<file path="src/rtl/rxshift_pkg.sv">
// Shared USRT frame constants, receive FSM state encoding and parity helper.
// Used by the receive shifter and kept in step with the transmit side.
package rxshift_pkg;

  localparam int USRT_FRAME_BITS = 11;
  localparam int USRT_DATA_BITS  = 8;

  localparam int BIT_START    = 0;
  localparam int BIT_DATA_LSB = 1;
  localparam int BIT_PARITY   = 9;
  localparam int BIT_STOP     = 10;

  typedef enum logic [2:0] {
    ST_WAIT_IDLE = 3'd0,
    ST_IDLE      = 3'd1,
    ST_DATA      = 3'd2,
    ST_PARITY    = 3'd3,
    ST_STOP      = 3'd4
  } state_e;

  // High when data plus parity bit do not match the selected parity sense.
  function automatic logic parity_err(input logic [USRT_DATA_BITS-1:0] data,
                                      input logic par,
                                      input logic odd);
    return (^{data, par}) ^ odd;
  endfunction

endpackage

</file>
<file path="src/rtl/usrt_sync_edge.sv">
// Multi-flop synchroniser for an asynchronous level, with registered
// single-cycle rise and fall pulses derived from the synchronised value.
module usrt_sync_edge #(
  parameter int STAGES = 2
) (
  input  logic clk_i,
  input  logic rst_ni,
  input  logic d_i,
  output logic sync_o,
  output logic rise_o,
  output logic fall_o
);

  logic [STAGES-1:0] sync_q;
  logic              prev_q;
  logic              rise_q;
  logic              fall_q;

  // Synchroniser chain resets to 1 so an idle-high input produces no edge.
  always_ff @(posedge clk_i) begin
    if (!rst_ni) begin
      sync_q <= '1;
      prev_q <= 1'b1;
      rise_q <= 1'b0;
      fall_q <= 1'b0;
    end else begin
      sync_q <= {sync_q[STAGES-2:0], d_i};
      prev_q <= sync_q[STAGES-1];
      rise_q <= ~prev_q & sync_q[STAGES-1];
      fall_q <= prev_q & ~sync_q[STAGES-1];
    end
  end

  assign sync_o = sync_q[STAGES-1];
  assign rise_o = rise_q;
  assign fall_o = fall_q;

endmodule

</file>
<file path="src/rtl/rxshift.sv">
// USRT receive shifter: samples the serial line on each synchronised bit-clock
// fall, assembles start/D0..D7/parity/stop and hands the byte to the host.
module rxshift
  import rxshift_pkg::*;
#(
  parameter int SYNC_STAGES = 2,
  parameter bit PARITY_ODD  = 1'b0
) (
  input  logic       i_Pclk,
  input  logic       i_Rst_n,
  input  logic       i_Bclk,
  input  logic       i_Rx_Serial,
  input  logic       i_Read,
  output logic [7:0] o_Data,
  output logic       o_Valid,
  output logic       o_Parity_Err,
  output logic       o_Frame_Err,
  output logic       o_Overrun,
  output logic       o_Busy
);

  logic                      tick_s;
  logic                      bclk_sync_unused_s;
  logic                      bclk_rise_unused_s;
  logic                      rx_s;
  logic                      commit_s;
  logic [SYNC_STAGES-1:0]    rx_sync_q;
  state_e                    state_q;
  state_e                    state_d;
  logic [2:0]                cnt_q;
  logic [USRT_DATA_BITS-1:0] shift_q;
  logic                      perr_q;
  logic [USRT_DATA_BITS-1:0] data_q;
  logic                      valid_q;
  logic                      par_err_q;
  logic                      frame_err_q;
  logic                      overrun_q;
  logic                      busy_q;

  usrt_sync_edge #(.STAGES(SYNC_STAGES)) u_bclk_sync (
    .clk_i  (i_Pclk),
    .rst_ni (i_Rst_n),
    .d_i    (i_Bclk),
    .sync_o (bclk_sync_unused_s),
    .rise_o (bclk_rise_unused_s),
    .fall_o (tick_s)
  );

  assign rx_s     = rx_sync_q[SYNC_STAGES-1];
  assign commit_s = tick_s && (state_q == ST_STOP);

  // Next-state logic; the FSM moves only on a sample strobe.
  always_comb begin
    state_d = state_q;
    if (tick_s) begin
      case (state_q)
        ST_WAIT_IDLE: state_d = rx_s ? ST_IDLE : ST_WAIT_IDLE;
        ST_IDLE:      state_d = rx_s ? ST_IDLE : ST_DATA;
        ST_DATA:      state_d = (cnt_q == 3'd7) ? ST_PARITY : ST_DATA;
        ST_PARITY:    state_d = ST_STOP;
        ST_STOP:      state_d = rx_s ? ST_IDLE : ST_WAIT_IDLE;
        default:      state_d = ST_WAIT_IDLE;
      endcase
    end else begin
      state_d = state_q;
    end
  end

  // Line synchroniser, shift datapath and host-side output registers.
  always_ff @(posedge i_Pclk) begin
    if (!i_Rst_n) begin
      rx_sync_q   <= '1;
      state_q     <= ST_WAIT_IDLE;
      cnt_q       <= 3'd0;
      shift_q     <= '1;
      perr_q      <= 1'b0;
      data_q      <= '0;
      valid_q     <= 1'b0;
      par_err_q   <= 1'b0;
      frame_err_q <= 1'b0;
      overrun_q   <= 1'b0;
      busy_q      <= 1'b0;
    end else begin
      rx_sync_q <= {rx_sync_q[SYNC_STAGES-2:0], i_Rx_Serial};
      state_q   <= state_d;
      busy_q    <= (state_d != ST_IDLE);
      if (tick_s) begin
        case (state_q)
          ST_IDLE: cnt_q <= 3'd0;
          ST_DATA: begin
            shift_q[cnt_q] <= rx_s;
            cnt_q          <= cnt_q + 3'd1;
          end
          ST_PARITY: perr_q <= parity_err(shift_q, rx_s, PARITY_ODD);
          default: ;
        endcase
      end
      // A read landing on the commit cycle consumed the old byte, so no overrun.
      if (commit_s) begin
        data_q      <= shift_q;
        valid_q     <= 1'b1;
        par_err_q   <= perr_q;
        frame_err_q <= ~rx_s;
        overrun_q   <= (i_Read && valid_q) ? 1'b0 : (overrun_q | valid_q);
      end else if (i_Read && valid_q) begin
        valid_q     <= 1'b0;
        par_err_q   <= 1'b0;
        frame_err_q <= 1'b0;
        overrun_q   <= 1'b0;
      end
    end
  end

  assign o_Data       = data_q;
  assign o_Valid      = valid_q;
  assign o_Parity_Err = par_err_q;
  assign o_Frame_Err  = frame_err_q;
  assign o_Overrun    = overrun_q;
  assign o_Busy       = busy_q;

endmodule
</file>
<file path="config.mk">
export PLATFORM = sky130hd
export DESIGN_NAME = rxshift
export DESIGN_NICKNAME = d
export VERILOG_FILES = /design/src/rtl/rxshift_pkg.sv /design/src/rtl/usrt_sync_edge.sv /design/src/rtl/rxshift.sv
export SDC_FILE = /design/constraint.sdc
export NUM_CORES = 1
export LEC_CHECK = 0
export CORE_AREA = 2 2 100 73
export DETAILED_ROUTE_END_ITERATION = 10
export DIE_AREA = 0 0 102 75
export SYNTH_ARGS = -nofsm -noshare
export SYNTH_HDL_FRONTEND = slang
export SYNTH_HIERARCHICAL = 1
export SYNTH_SLANG_ARGS = --single-unit
export TNS_END_PERCENT = 30
</file>
<file path="constraint.sdc">
create_clock -name i_Pclk -period 1.55 [get_ports i_Pclk]
set_clock_uncertainty 0.05 [all_clocks]
set_input_delay 0.155 -clock i_Pclk [delete_from_list [all_inputs] [get_ports i_Pclk]]
set_output_delay 0.155 -clock i_Pclk [all_outputs]
set_load 0.05 [all_outputs]
</file>
# ---- After elaboration in Yosys (flattened, before gate mapping)
# Index checks and enable logic that the tools add are counted.
dict set report classes {
  eq_ne 6
  mux 15
  bitwise 4
  addsub 1
  order_cmp 2
  reduce_logical 11
}
# operator count
set op_table {}
lappend op_table {{case mux 3 bit (4 select lines)} 1}
lappend op_table {{two-way mux 1 bit} 9}
lappend op_table {{parity 9 bit} 1}
lappend op_table {{bitwise mux 8 bit} 1}
lappend op_table {{equality test 3 x 2 -> 1 bit (second input constant)} 2}
lappend op_table {{equality test 3 bit (second input constant)} 2}
lappend op_table {{case mux 3 bit (2 select lines)} 1}
lappend op_table {{AND reduction 2 bit} 3}
lappend op_table {{less-than comparator 3 x 4 -> 1 bit (second input constant)} 1}
lappend op_table {{nonzero test 2 bit} 2}
lappend op_table {{adder 3 x 1 -> 3 bit (second input constant)} 1}
lappend op_table {{demux 1 bit (select 3 bit)} 1}
lappend op_table {{equality test 3 x 1 -> 1 bit (second input constant)} 1}
lappend op_table {{>= comparator 3 x 1 -> 1 bit (second input constant)} 1}
lappend op_table {{logical AND 1 bit} 3}
lappend op_table {{zero test 3 bit} 1}
lappend op_table {{two-way mux 3 bit} 1}
lappend op_table {{!= test 3 x 1 -> 1 bit (second input constant)} 1}
lappend op_table {{two-way mux 2 bit} 1}
lappend op_table {{NOT 1 bit} 2}
lappend op_table {{OR reduction 2 bit} 1}
lappend op_table {{AND 1 bit} 1}
lappend op_table {{OR 1 bit} 1}
dict set report totals {
  ff_bits 34
  input_bits 5
  wordCells 53
}

# ---- Depth between registers and ports, before layout
dict set report depth {
  word_depth 5
  mapped_depth 6
}

# ---- Cells and area by module
# The synthesis kept the hierarchy.
# mod cells_per_inst area_per_inst_um2 n_inst
set modules_own_cells {}
lappend modules_own_cells {rxshift 155 1377.6 1}
lappend modules_own_cells {usrt_sync_edge 10 136.4 1}

# ---- Worst setup path after synthesis
# Ideal clock, no wire load.
dict set report synth_timing {
  path_type {register to register}
  from {register cnt_q[0]}
  to {register cnt_q[2]}
  path_slack_ns 0.128
  stages_incl_launch_ff 7
  n_path_buf 0
  arrival_ns 1.244
  setup_time_ns 0.128
  required_time_ns 1.372
  cell_sequence {dfxtp_1 ha_1 ha_1 nor2b_1 a22o_1 a22oi_1 nor2_1}
}
dict set report synth_via {
  elab_chain_len 2
}
# item line
set synth_lines {}
lappend synth_lines {{start: declaration} rxshift.sv:30} ;# logic [2:0] cnt_q;
lappend synth_lines {{start signal: assignment} rxshift.sv:92} ;# cnt_q <= cnt_q + 3'd1;
lappend synth_lines {{adder 3 x 1 -> 3 bit} rxshift.sv:92}
lappend synth_lines {{case mux 3 bit (2 select lines)} rxshift.sv:88} ;# case (state_q)
# Every way passes these cells.
# A chain may end at the register's enable or synchronous reset.

# ---- Worst setup path in the final report
# Same ends and word-level chain as after synthesis.

==> parameters.txt <==
Parameter                              Value

Critical path
  Startpoint type of the worst setup path    flip-flop
  Critical path data arrival time    1590 ps
  Worst reg-to-reg path cell count    6
  WP data required    1670 ps
  Critical path class    flip-flop to flip-flop
  R2R Setup Slk    ~84 ps
  CP Max Fanout    2
  Category of the worst setup path capture point    flip-flop

Floorplan
  Core Area    about 0.0066 sq mm
  Area enclosed by the die boundary    around 0.0077 sq mm
  Boundary Pins    18
  Horiz. Die Dim    roughly 100 microns
  Count of standard-cell rows    25
  Die height    approximately 75 microns
  Effective utilization at floorplan    0.224

Timing
  Max-slew headroom at the worst pin    0.750
  Final critical-path share of the clock period    0.946
  Setup repair after global routing missed its margin    false
  Hold violation total from the final report    0
  Count of pins over their slew limit    0
  Sum Neg Setup Slack    0 ps
  Worst-Margin Slew    between 300 and 400 ps
  Post-route minimum period    roughly 1500 ps
  Worst Setup Slack, final    around 84 ps
  Final count of negative-setup-slack endpoints    0
  Max Clk Rate    about 700 MHz

Cells and area
  Most common library cell in the layout ignoring fill and taps    dfxtp_1
  Total inserted antenna cells    0
  Share of cells above drive strength 1    0.186
  Layout overhead on the synthesized area    25.3%
  Count of fill cells added during filler insertion    730
  Final-stage net count    ~200
  Most frequent cells in the layout    dfxtp_1, nand2_1, buf_4

Yosys
  Cell Area, Synth    0.00149 sq mm
  Average cell area after synthesis    ~9.1 sq um
  Cells after synthesis    between 150 and 200
  Yosys warns    6
  Total nets after synthesis    170

Clock tree
  CTS sink count    34
  Inserted Clock Buffers    5
  Number of setup buffers added after CTS    0
  Number of buffers inserted by hold repair at cts    0
  Clock latency on the worst-skew pair    280 ps
  Clock Pin Slew Worst Setup and Hold Paths    70 ps
  Buffer depth of the longest clock path    2
  TritonCTS clock tree    yes
  Library cell used as clock root buffer    clkbuf_8
  H-tree levels    2

Global routing
  First-pass GRT wire length    slightly above 5000 microns
  Number of global-route vias before repair    between 1000 and 1500
  Total grt overflow    0
  Global-route usage over all layers    0.0880
  Maximum number of pins on one net before global-route repair    19
  Initial antenna violation count    0

Pwr
  Clock share of power    0.379
  Comb power frac    0.062
  Switching portion of total power    0.222
  Leakage power    0.742 nW
  Net switching power figure    0.000353 W
  Seq pwr share    0.560
  PwrDens    856 mW/mm^2
  Int Power    approximately 0.0012 W
  Worst supply voltage drop on vdd    0.289 mV

Placed design
  Worst slack, placed    77.2 ps
  Number of buffers inserted by port buffering    17
  Final estimated routing congestion in global placement    roughly 0.75
  Detailed-placement wirelength estimate    ~2100 microns

Outcome
  Run status    finished, final reports clean

Min path
  Classification of the worst-slack hold path    flip-flop to flip-flop
  Worst hold path depth    1

Detailed routing
  Vias per cell    between 4 and 5
  Final Routed Wirelength    3010 microns
  Detailed router's first-iteration violation count    84
  Drc violations    0
  Post-route antenna net violation count    0
  Via count    1152
  First-pass DRT Iterations    4
  Routed length per instance    between 10 and 15 microns

Run
  Max-cap violations    0
==> what timing repair did <==
| item | CTS | global route |
|---|---|---|
| endpoints found under the setup margin | 0 | 1 |
| hold endpoints to repair | 0 | 0 |
| gates resized for setup | 0 | 1 |
==> layout make-up <==
cell class                 instances  area (sq um)  area share
clock buffer                       7          76.3      0.0410
inverter                           4          15.0     0.00807
multi-input combinational        113           736       0.395
sequential                        34           681       0.366
tap                               94           118      0.0632
timing repair buffer              30           235       0.126
==> worst paths after layout <==
path | startpoint | to
max | cnt_q[0]$_SDFFE_PN0P_ | cnt_q[2]$_SDFFE_PN0P_
min reg2reg | rx_sync_q[0]$_SDFF_PN1_ | rx_sync_q[1]$_SDFF_PN1_
max reg2reg | cnt_q[0]$_SDFFE_PN0P_ | cnt_q[2]$_SDFFE_PN0P_
min | rx_sync_q[0]$_SDFF_PN1_ | rx_sync_q[1]$_SDFF_PN1_
==> worst max-delay path, stage by stage (launching register included) <==
cell and delay, ps:
dfxtp_1 320, ha_1 200, ha_1 260, nor2b_1 120, a22o_1 190, a22oi_1 170, nor2_1 50
==> through the flow <==
stage	cells	hold WS [ps]	total power, W	instance area (sq um)	utilization
after floorplan	163	178	0.000967	1490	-
after global placement	275	343	0.00101	1780	0.269
after detailed placement	275	345	0.00101	1780	0.269
after CTS	282	360	0.00162	1860	0.281
after global routing	282	384	0.00169	1860	0.281
final	282	356	0.00159	1860	0.281
==> registers in the layout (all words and copies together) (netlist names), 2 cells and up <==
| register | count |
|---|---|
| cnt_q | 3 |
| o_Data | 8 |
| rx_sync_q | 2 |
| shift_q | 8 |
| state_q | 3 |
| u_bclk_sync/sync_q | 2 |
==> power by group through the flow <==
stage | Sequential, W | Clock, W | Combinational, W
floorplan | 0.000922 | 0 | 0.0000449
detailed placement | 0.000911 | 0 | 0.0000989
finish | 0.000891 | 0.000603 | 0.0000979
CTS | 0.000891 | 0.000634 | 0.0000988
global placement | 0.000911 | 0 | 0.0000984
global route | 0.000892 | 0.000686 | 0.000107
==> routing by layer <==
metal / wire length (microns) / vias to the layer above / GRT usage
met5: 0 / - / 0
met4: 0 / 0 / 0.0311
met3: 189 / 0 / 0.0371
met2: 1130 / 23 / 0.110
met1: 1700 / 521 / 0.131
li1: - / 608 / -
(Power assumes the default switching activity.)
